File: src/rtl/trace_capture_buf.sv
// trace_capture_buf
//   Logic-analyzer stage that records qualified samples of a DUT output bus
//   into a circular buffer. Arm to start pre-trigger recording. A qualified
//   trigger starts a programmable post-trigger window. The retained window is
//   then drained oldest-first over a valid/ready read port.
//
// State table
//   state  | meaning
//   IDLE   | waiting for arm; count/wrapped show last capture
//   PRE    | recording pre-trigger samples, waiting for trig&sample_en
//   POST   | recording post-trigger samples until remaining hits 0
//   DUMP   | draining retained entries oldest-first
//
// Ports
//   clk, rst              clock, synchronous active-high reset
//   arm, post_cnt         start capture / post-trigger length (latched on arm)
//   sample_en, sample_data, trig   sample stream and trigger
//   state, count, wrapped status
//   rd_valid, rd_data, rd_last, rd_ready   drain port
module trace_capture_buf #(
  parameter  int DATA_W = 32,
  parameter  int DEPTH  = 64,
  localparam int ADDR_W = $clog2(DEPTH)
) (
  input  logic              clk,
  input  logic              rst,
  input  logic              arm,
  input  logic [ADDR_W:0]   post_cnt,
  input  logic              sample_en,
  input  logic [DATA_W-1:0] sample_data,
  input  logic              trig,
  output logic [1:0]        state,
  output logic [ADDR_W:0]   count,
  output logic              wrapped,
  output logic              rd_valid,
  output logic [DATA_W-1:0] rd_data,
  output logic              rd_last,
  input  logic              rd_ready
);

  typedef enum logic [1:0] {
    S_IDLE = 2'd0,
    S_PRE  = 2'd1,
    S_POST = 2'd2,
    S_DUMP = 2'd3
  } state_e;

  localparam logic [ADDR_W:0]   DEPTH_C = (ADDR_W+1)'(DEPTH);
  localparam logic [ADDR_W:0]   ONE_C   = (ADDR_W+1)'(1);
  localparam logic [ADDR_W-1:0] ONE_A   = ADDR_W'(1);

  state_e              state_q, state_d;
  logic [ADDR_W-1:0]   wr_ptr_q, wr_ptr_d;
  logic [ADDR_W-1:0]   rd_ptr_q, rd_ptr_d;
  logic [ADDR_W:0]     count_q, count_d;
  logic                wrapped_q, wrapped_d;
  logic [ADDR_W:0]     post_q, post_d;
  logic [ADDR_W:0]     remain_q, remain_d;
  // entries not yet loaded into the output register
  logic [ADDR_W:0]     left_q, left_d;
  logic                rd_valid_q, rd_valid_d;
  logic [DATA_W-1:0]   rd_data_q, rd_data_d;
  logic                rd_last_q, rd_last_d;
  logic                mem_we;
  logic                enter_dump;

  logic [DATA_W-1:0]   mem_q [DEPTH];

  always_comb begin
    state_d    = state_q;
    wr_ptr_d   = wr_ptr_q;
    rd_ptr_d   = rd_ptr_q;
    count_d    = count_q;
    wrapped_d  = wrapped_q;
    post_d     = post_q;
    remain_d   = remain_q;
    left_d     = left_q;
    rd_valid_d = rd_valid_q;
    rd_data_d  = rd_data_q;
    rd_last_d  = rd_last_q;
    mem_we     = 1'b0;
    enter_dump = 1'b0;

    case (state_q)
      S_IDLE: begin
        if (arm) begin
          state_d   = S_PRE;
          wr_ptr_d  = '0;
          count_d   = '0;
          wrapped_d = 1'b0;
          if (post_cnt == '0)
            post_d = ONE_C;
          else if (post_cnt > DEPTH_C)
            post_d = DEPTH_C;
          else
            post_d = post_cnt;
        end
      end

      S_PRE, S_POST: begin
        if (sample_en) begin
          mem_we   = 1'b1;
          wr_ptr_d = wr_ptr_q + ONE_A;
          if (count_q == DEPTH_C)
            wrapped_d = 1'b1;
          else
            count_d = count_q + ONE_C;

          if (state_q == S_PRE) begin
            if (trig) begin
              if (post_q == ONE_C) begin
                enter_dump = 1'b1;
              end else begin
                state_d  = S_POST;
                remain_d = post_q - ONE_C;
              end
            end
          end else begin
            remain_d = remain_q - ONE_C;
            if (remain_q == ONE_C)
              enter_dump = 1'b1;
          end
        end
      end

      S_DUMP: begin
        // Output register doubles as prefetch: reload on the same edge as
        // a handshake so a continuously-ready consumer sees no bubbles.
        if (!rd_valid_q || rd_ready) begin
          if (left_q != '0) begin
            rd_valid_d = 1'b1;
            rd_data_d  = mem_q[rd_ptr_q];
            rd_last_d  = (left_q == ONE_C);
            rd_ptr_d   = rd_ptr_q + ONE_A;
            left_d     = left_q - ONE_C;
          end else begin
            rd_valid_d = 1'b0;
            rd_last_d  = 1'b0;
            state_d    = S_IDLE;
          end
        end
      end

      default: state_d = S_IDLE;
    endcase

    if (enter_dump) begin
      state_d  = S_DUMP;
      // count==DEPTH truncates to 0, so the oldest entry is at wr_ptr
      rd_ptr_d = wr_ptr_d - count_d[ADDR_W-1:0];
      left_d   = count_d;
    end
  end

  always_ff @(posedge clk) begin
    if (rst) begin
      state_q    <= S_IDLE;
      wr_ptr_q   <= '0;
      rd_ptr_q   <= '0;
      count_q    <= '0;
      wrapped_q  <= 1'b0;
      post_q     <= ONE_C;
      remain_q   <= '0;
      left_q     <= '0;
      rd_valid_q <= 1'b0;
      rd_data_q  <= '0;
      rd_last_q  <= 1'b0;
    end else begin
      state_q    <= state_d;
      wr_ptr_q   <= wr_ptr_d;
      rd_ptr_q   <= rd_ptr_d;
      count_q    <= count_d;
      wrapped_q  <= wrapped_d;
      post_q     <= post_d;
      remain_q   <= remain_d;
      left_q     <= left_d;
      rd_valid_q <= rd_valid_d;
      rd_data_q  <= rd_data_d;
      rd_last_q  <= rd_last_d;
    end
  end

  // Buffer storage is not reset.
  always_ff @(posedge clk) begin
    if (mem_we && !rst)
      mem_q[wr_ptr_q] <= sample_data;
  end

  assign state    = state_q;
  assign count    = count_q;
  assign wrapped  = wrapped_q;
  assign rd_valid = rd_valid_q;
  assign rd_data  = rd_data_q;
  assign rd_last  = rd_last_q;

endmodule

File: config.mk
export PLATFORM = sky130hd
export DESIGN_NAME = trace_capture_buf
export DESIGN_NICKNAME = d
export VERILOG_FILES = /design/src/rtl/trace_capture_buf.sv
export SDC_FILE = /design/constraint.sdc
export NUM_CORES = 2
export LEC_CHECK = 0
export CAP_MARGIN = 10
export CELL_PAD_IN_SITES_DETAIL_PLACEMENT = 2
export CELL_PAD_IN_SITES_GLOBAL_PLACEMENT = 2
export CORE_ASPECT_RATIO = 0.5
export CORE_MARGIN = 3
export CORE_UTILIZATION = 50
export CTS_BUF_LIST = sky130_fd_sc_hd__clkbuf_8
export DETAILED_ROUTE_END_ITERATION = 10
export PLACE_DENSITY = 0.83
export SYNTH_ARGS = -nofsm -noshare
export SYNTH_HDL_FRONTEND = slang
export SYNTH_SLANG_ARGS = --single-unit
File: constraint.sdc
create_clock -name clk -period 4.3 [get_ports clk]
set_input_delay 0.645 -clock clk [delete_from_list [all_inputs] [get_ports clk]]
set_output_delay 0.645 -clock clk [all_outputs]
set_load 0.01 [all_outputs]
==> impl_metrics.yaml, run 1 <==
outcome:
  status: "aborted with a tool error"
  stop_stage: "detailed placement (3_5_place_dp)"
  error_line: "[ERROR DPL-0033] detailed placement checks failed during check placement."
place:
  gp_congestion: 0.920
  port_buffers: 88
  dp_hpwl_mm: 204
synth:
  yosys_register_bits: 2125
  yosysTopAreaCellShare_pct: 75.2
  avgSynthCellArea_sq_um: 21.4
  syn_area_sq_mm: 0.0818
  async_reset_ff_share_pct: 0
  ys_types: 67
  synth_top_flop_cell: "edfxtp_1"
  synth_top_cell_by_area: "edfxtp_1"
  synthTopCellsByArea: "edfxtp_1 75%, mux4_2 14%, dfxtp_1 1.9%, mux2i_1 1.3%, a22oi_1 0.86%"
  syn-num-nets: 3894
  synthCells: 3829
  synth_warnings: 0
  ys_seq_area_share_pct: 77.1
  synth-edff-count: 2048
die:
  ios: 89
  rows: 104
  start_util_pct: 50.6
  die_x_um: 578
  fp.dieH_um: 292
through the flow:
stage / cells / setup WS [ps] / instance area, sq um / hold slack (ps)
after floorplan: 3829 / 617 / 81800 / 457
after global placement: 6088 / 533 / 86700 / 481
kinds of logic after synthesis:
logic type | share of synthesized area (%)
AND/OR/NAND/NOR | 2.37
buffers and inverters | 1.28
XOR/XNOR | 0.193
adder cells (fa/ha/maj) | 0.315
flip-flops | 77.1
multiplexers | 15.5
AO/OA/AOI/OAI | 3.24
synth_stat cells (3+ instances only):
library cell	instances
xor2_1	8
nand2b_1	9
a221oi_1	5
xnor2_1	10
a22oi_1	94
clkbuf_1	100
mux4_2	502
o211ai_1	29
o21a_1	5
nand2_1	130
o22ai_1	49
nor4_1	4
a211oi_1	41
mux2_2	25
or2_2	3
inv_1	19
nor2_1	127
nor3_1	13
nor2b_1	17
a31oi_1	9
nand3b_1	4
and2_1	7
buf_6	5
buf_1	27
or3_1	6
a222oi_1	5
nand3_1	83
or4_4	3
mux2i_1	108
edfxtp_1	2048
dfxtp_1	77
a21o_1	4
a221o_1	8
a211oi_2	6
nor3b_1	9
ha_1	19
a22o_1	10
a21oi_1	44
buf_2	60
o21ai_0	50
o31ai_1	3
buf_4	17
==> run 2: changes to the inputs <==
- CELL_PAD_IN_SITES_DETAIL_PLACEMENT: 2 -> not set
- CELL_PAD_IN_SITES_GLOBAL_PLACEMENT: 2 -> not set
- CORE_ASPECT_RATIO: 0.5 -> not set
- CORE_UTILIZATION: 50 -> 35
- CTS_BUF_LIST: sky130_fd_sc_hd__clkbuf_8 -> not set
- PLACE_DENSITY: 0.83 -> not set
- PLACE_DENSITY_LB_ADDON: not set -> 0.15
==> impl_metrics.yaml, run 2 <==
synth:
  synth_top_cell_by_area: "edfxtp_1"
  yosysMostFrequentCell: "edfxtp_1"
  ys_seq_area_share_pct: 77.1
  yosys_register_bits: 2125
  ys_types: 67
  synth-edff-count: 2048
  synth_top_flop_cell: "edfxtp_1"
  yosysTopAreaCellShare_pct: 75.2
  yosys-top-cells-count: "2048 x edfxtp_1, 502 x mux4_2, 130 x nand2_1"
  synth_warnings: 0
  syn-num-nets: 3894
  async_reset_ff_share_pct: 0
  synthTopCellsByArea: "edfxtp_1 75%, mux4_2 14%, dfxtp_1 1.9%, mux2i_1 1.3%, a22oi_1 0.86%"
  avgSynthCellArea_sq_um: 21.4
  syn_area_sq_mm: 0.0818
  synthCells: 3829
sta:
  setup_viol: 0
  rsz0062_at_grt: "false"
  worst_slew_pin_slew_ps: 1140
  layout_setup_ws_ps: 835
  slew_violations: 0
  finClkSkew_ps: 35.8
  hold_viol: 0
  clock.fmax_mhz: 289
  slew_headroom_pct: 23.8
  fin_crit_ps: 3460
  timing.final.crit_share_pct: 80.6
  tns_ps: 0
worst_setup_path:
  worstSetupEndpoint: "rd_ptr_q[5]$_SDFFE_PP0P_"
  reg2reg_slack_ps: 840
  crit_type: "flip-flop to flip-flop"
  startpoint_type: "flip-flop"
  end_kind: "flip-flop"
  reg2reg_depth: 13
  path_max_fanout: 10
  crit_path_start: "state[0]$_SDFFE_PP0P_"
  cp.arrival_ps: 4190
  rr_startpoint: "state[0]$_SDFFE_PP0P_"
  r2r_end: "rd_ptr_q[5]$_SDFFE_PP0P_"
  cp.required_ps: 5030
clock_tree:
  cts_setup_buffers: 0
  numClockSinks: 2125
  cts-buffers-inserted: 220
  insertion_delay_ps: 860
  cts_tree: "yes"
  root_buffer: "clkbuf_16"
  cts_resized: 0
  cts_buffer_depth: 3
  htree_levels: 4
  cts.hold.buffers_added: 0
  clk_pin_slew_ps: 60
place:
  dp_hpwl_mm: 132
  placed_cells: 6927
  port_buffers: 88
  gp_congestion: 0.783
  pre_cts_slack_ps: 802
global_routing:
  antenna_found_initial: 5
  grt_max_degree: 94
  grt_first_pass_wirelength_mm: 315
  grt_use_total_pct: 18.5
  grt_overflow: 0
  grt_pass1_vias: 40400
cells_and_area:
  final_cell_mix: "2048 x edfxtp_1, 502 x mux4_2, 226 x clkbuf_16"
  stdcell_count: 7340
  nFillCells: 20300
  nNetsFinal: 4188
  final_core_util_pct: 41.2
  final_common_cell: "edfxtp_1"
  max_flop_register: "mem_q"
  drive_gt1_share_pct: 26.6
  area_growth_pct: 16.4
  largest_reg_flops: 2048
power:
  power.net_switching_mw: 10.1
  swShare_pct: 22.5
  clkPwrFrac_pct: 40.9
  vdd_drop_max_mv: 0.469
  power_mw: 44.8
  power.density_mw_per_mm2: 471
  seqPwrFrac_pct: 51.1
  p_leak_nw: 28.9
  internal_power_mw: 34.7
  power_frac_comb_pct: 8.0
routing:
  postRouteAntennaNets: 0
  drt_iter0_drc: 3516
  totalWireLength_mm: 221
  dr.pass1.iters: 6
  wire_per_inst_um: 30.2
  vias: 39700
  routed_via_density: 5.40
  drc: 0
die:
  fp.dieH_um: 489
  die_x_um: 489
  start_util_pct: 35.4
  rows: 176
  ios: 89
  die_area_sq_mm: 0.239
  coreArea_sq_mm: 0.231
outcome:
  status: "finished, final reports clean"
worst_hold_path:
  hold_path_class: "primary input to flip-flop"
  hold_path_startpoint: "sample_data[10]"
flow_run:
  cap_viol_max_count: 0
==> run 2: kinds of logic (layout without fill, tap and decap cells) <==
group / count (synthesis) / count (layout) / synth area share (%)
AO/OA/AOI/OAI: 378 / 378 / 3.24
XOR/XNOR: 18 / 18 / 0.193
adder cells (fa/ha/maj): 20 / 20 / 0.315
buffers and inverters: 229 / 709 / 1.28
flip-flops: 2125 / 2125 / 77.1
multiplexers: 635 / 635 / 15.5
other: 0 / 5 / 0
AND/OR/NAND/NOR: 424 / 424 / 2.37
==> run 2: how the worst min path moves through the flow <==
| stage | endpoint | depth (start not counted) | slack, ps |
|---|---|---|---|
| floorplan | post_q[6]$_SDFFE_PP0P_ | 2 | 460 |
| global placement | rd_valid$_SDFFE_PP0P_ | 2 | 470 |
| detailed placement | rd_valid$_SDFFE_PP0P_ | 2 | 480 |
| CTS | mem_q[38][10]$_DFFE_PP_ | 1 | 50 |
| global route | mem_q[38][10]$_DFFE_PP_ | 1 | 100 |
| finish | mem_q[39][10]$_DFFE_PP_ | 1 | 120 |
==> run 2: metal layers <==
layer | vias to the layer above | share of wire, % | track usage (%) | wire length [um]
met4 | 0 | 2.5 | 5.05 | 5530
met5 | - | 0 | 0 | 0
met2 | 1052 | 48 | 29.6 | 106000
met1 | 21600 | 45 | 26.5 | 99300
li1 | 16700 | - | - | -
met3 | 268 | 4.7 | 2.68 | 10300
==> run 2: through the flow <==
| stage | hold WS, ps | instance area, sq um |
|---|---|---|
| 3_3_place_gp | 469 | 88300 |
| 6_report | 125 | 95200 |
| 5_1_grt | 101 | 95200 |
| 3_5_place_dp | 478 | 88300 |
| 4_1_cts | 45.6 | 95200 |
| 2_1_floorplan | 457 | 81800 |
==> run 2: final cells by class <==
cell class	count	area [sq um]	share of cell area [%]
well taps	3026	3790	3.98
clock buffers	283	5890	6.19
flip-flops and latches	2125	63100	66.2
repair buffers	282	3150	3.31
inverters	19	76.3	0.0802
diodes	5	12.5	0.0131
multi-input cells	1475	18200	19.1
clock inverters	125	1040	1.09
==> run 2: critical path: stages (launching register included) <==
cell	delay (ps)
dfxtp_1	400
inv_1	100
ha_1	510
nor2b_1	410
o21ai_1	170
buf_4	190
o31a_1	290
ha_1	370
o21ai_0	200
a21oi_1	80
o21a_1	190
o21a_1	180
o2111ai_1	170
o311ai_1	110
==> run 2: power by group through the flow <==
stage | sequential [mW] | clock [mW] | combinational [mW]
2_1_floorplan | 23.3 | 0 | 2.27
3_3_place_gp | 23.3 | 0 | 3.66
3_5_place_dp | 23.3 | 0 | 3.67
6_report | 22.9 | 18.3 | 3.60
4_1_cts | 22.9 | 18.8 | 3.68
5_1_grt | 22.9 | 19.6 | 3.89
(Power assumes the default switching activity.)
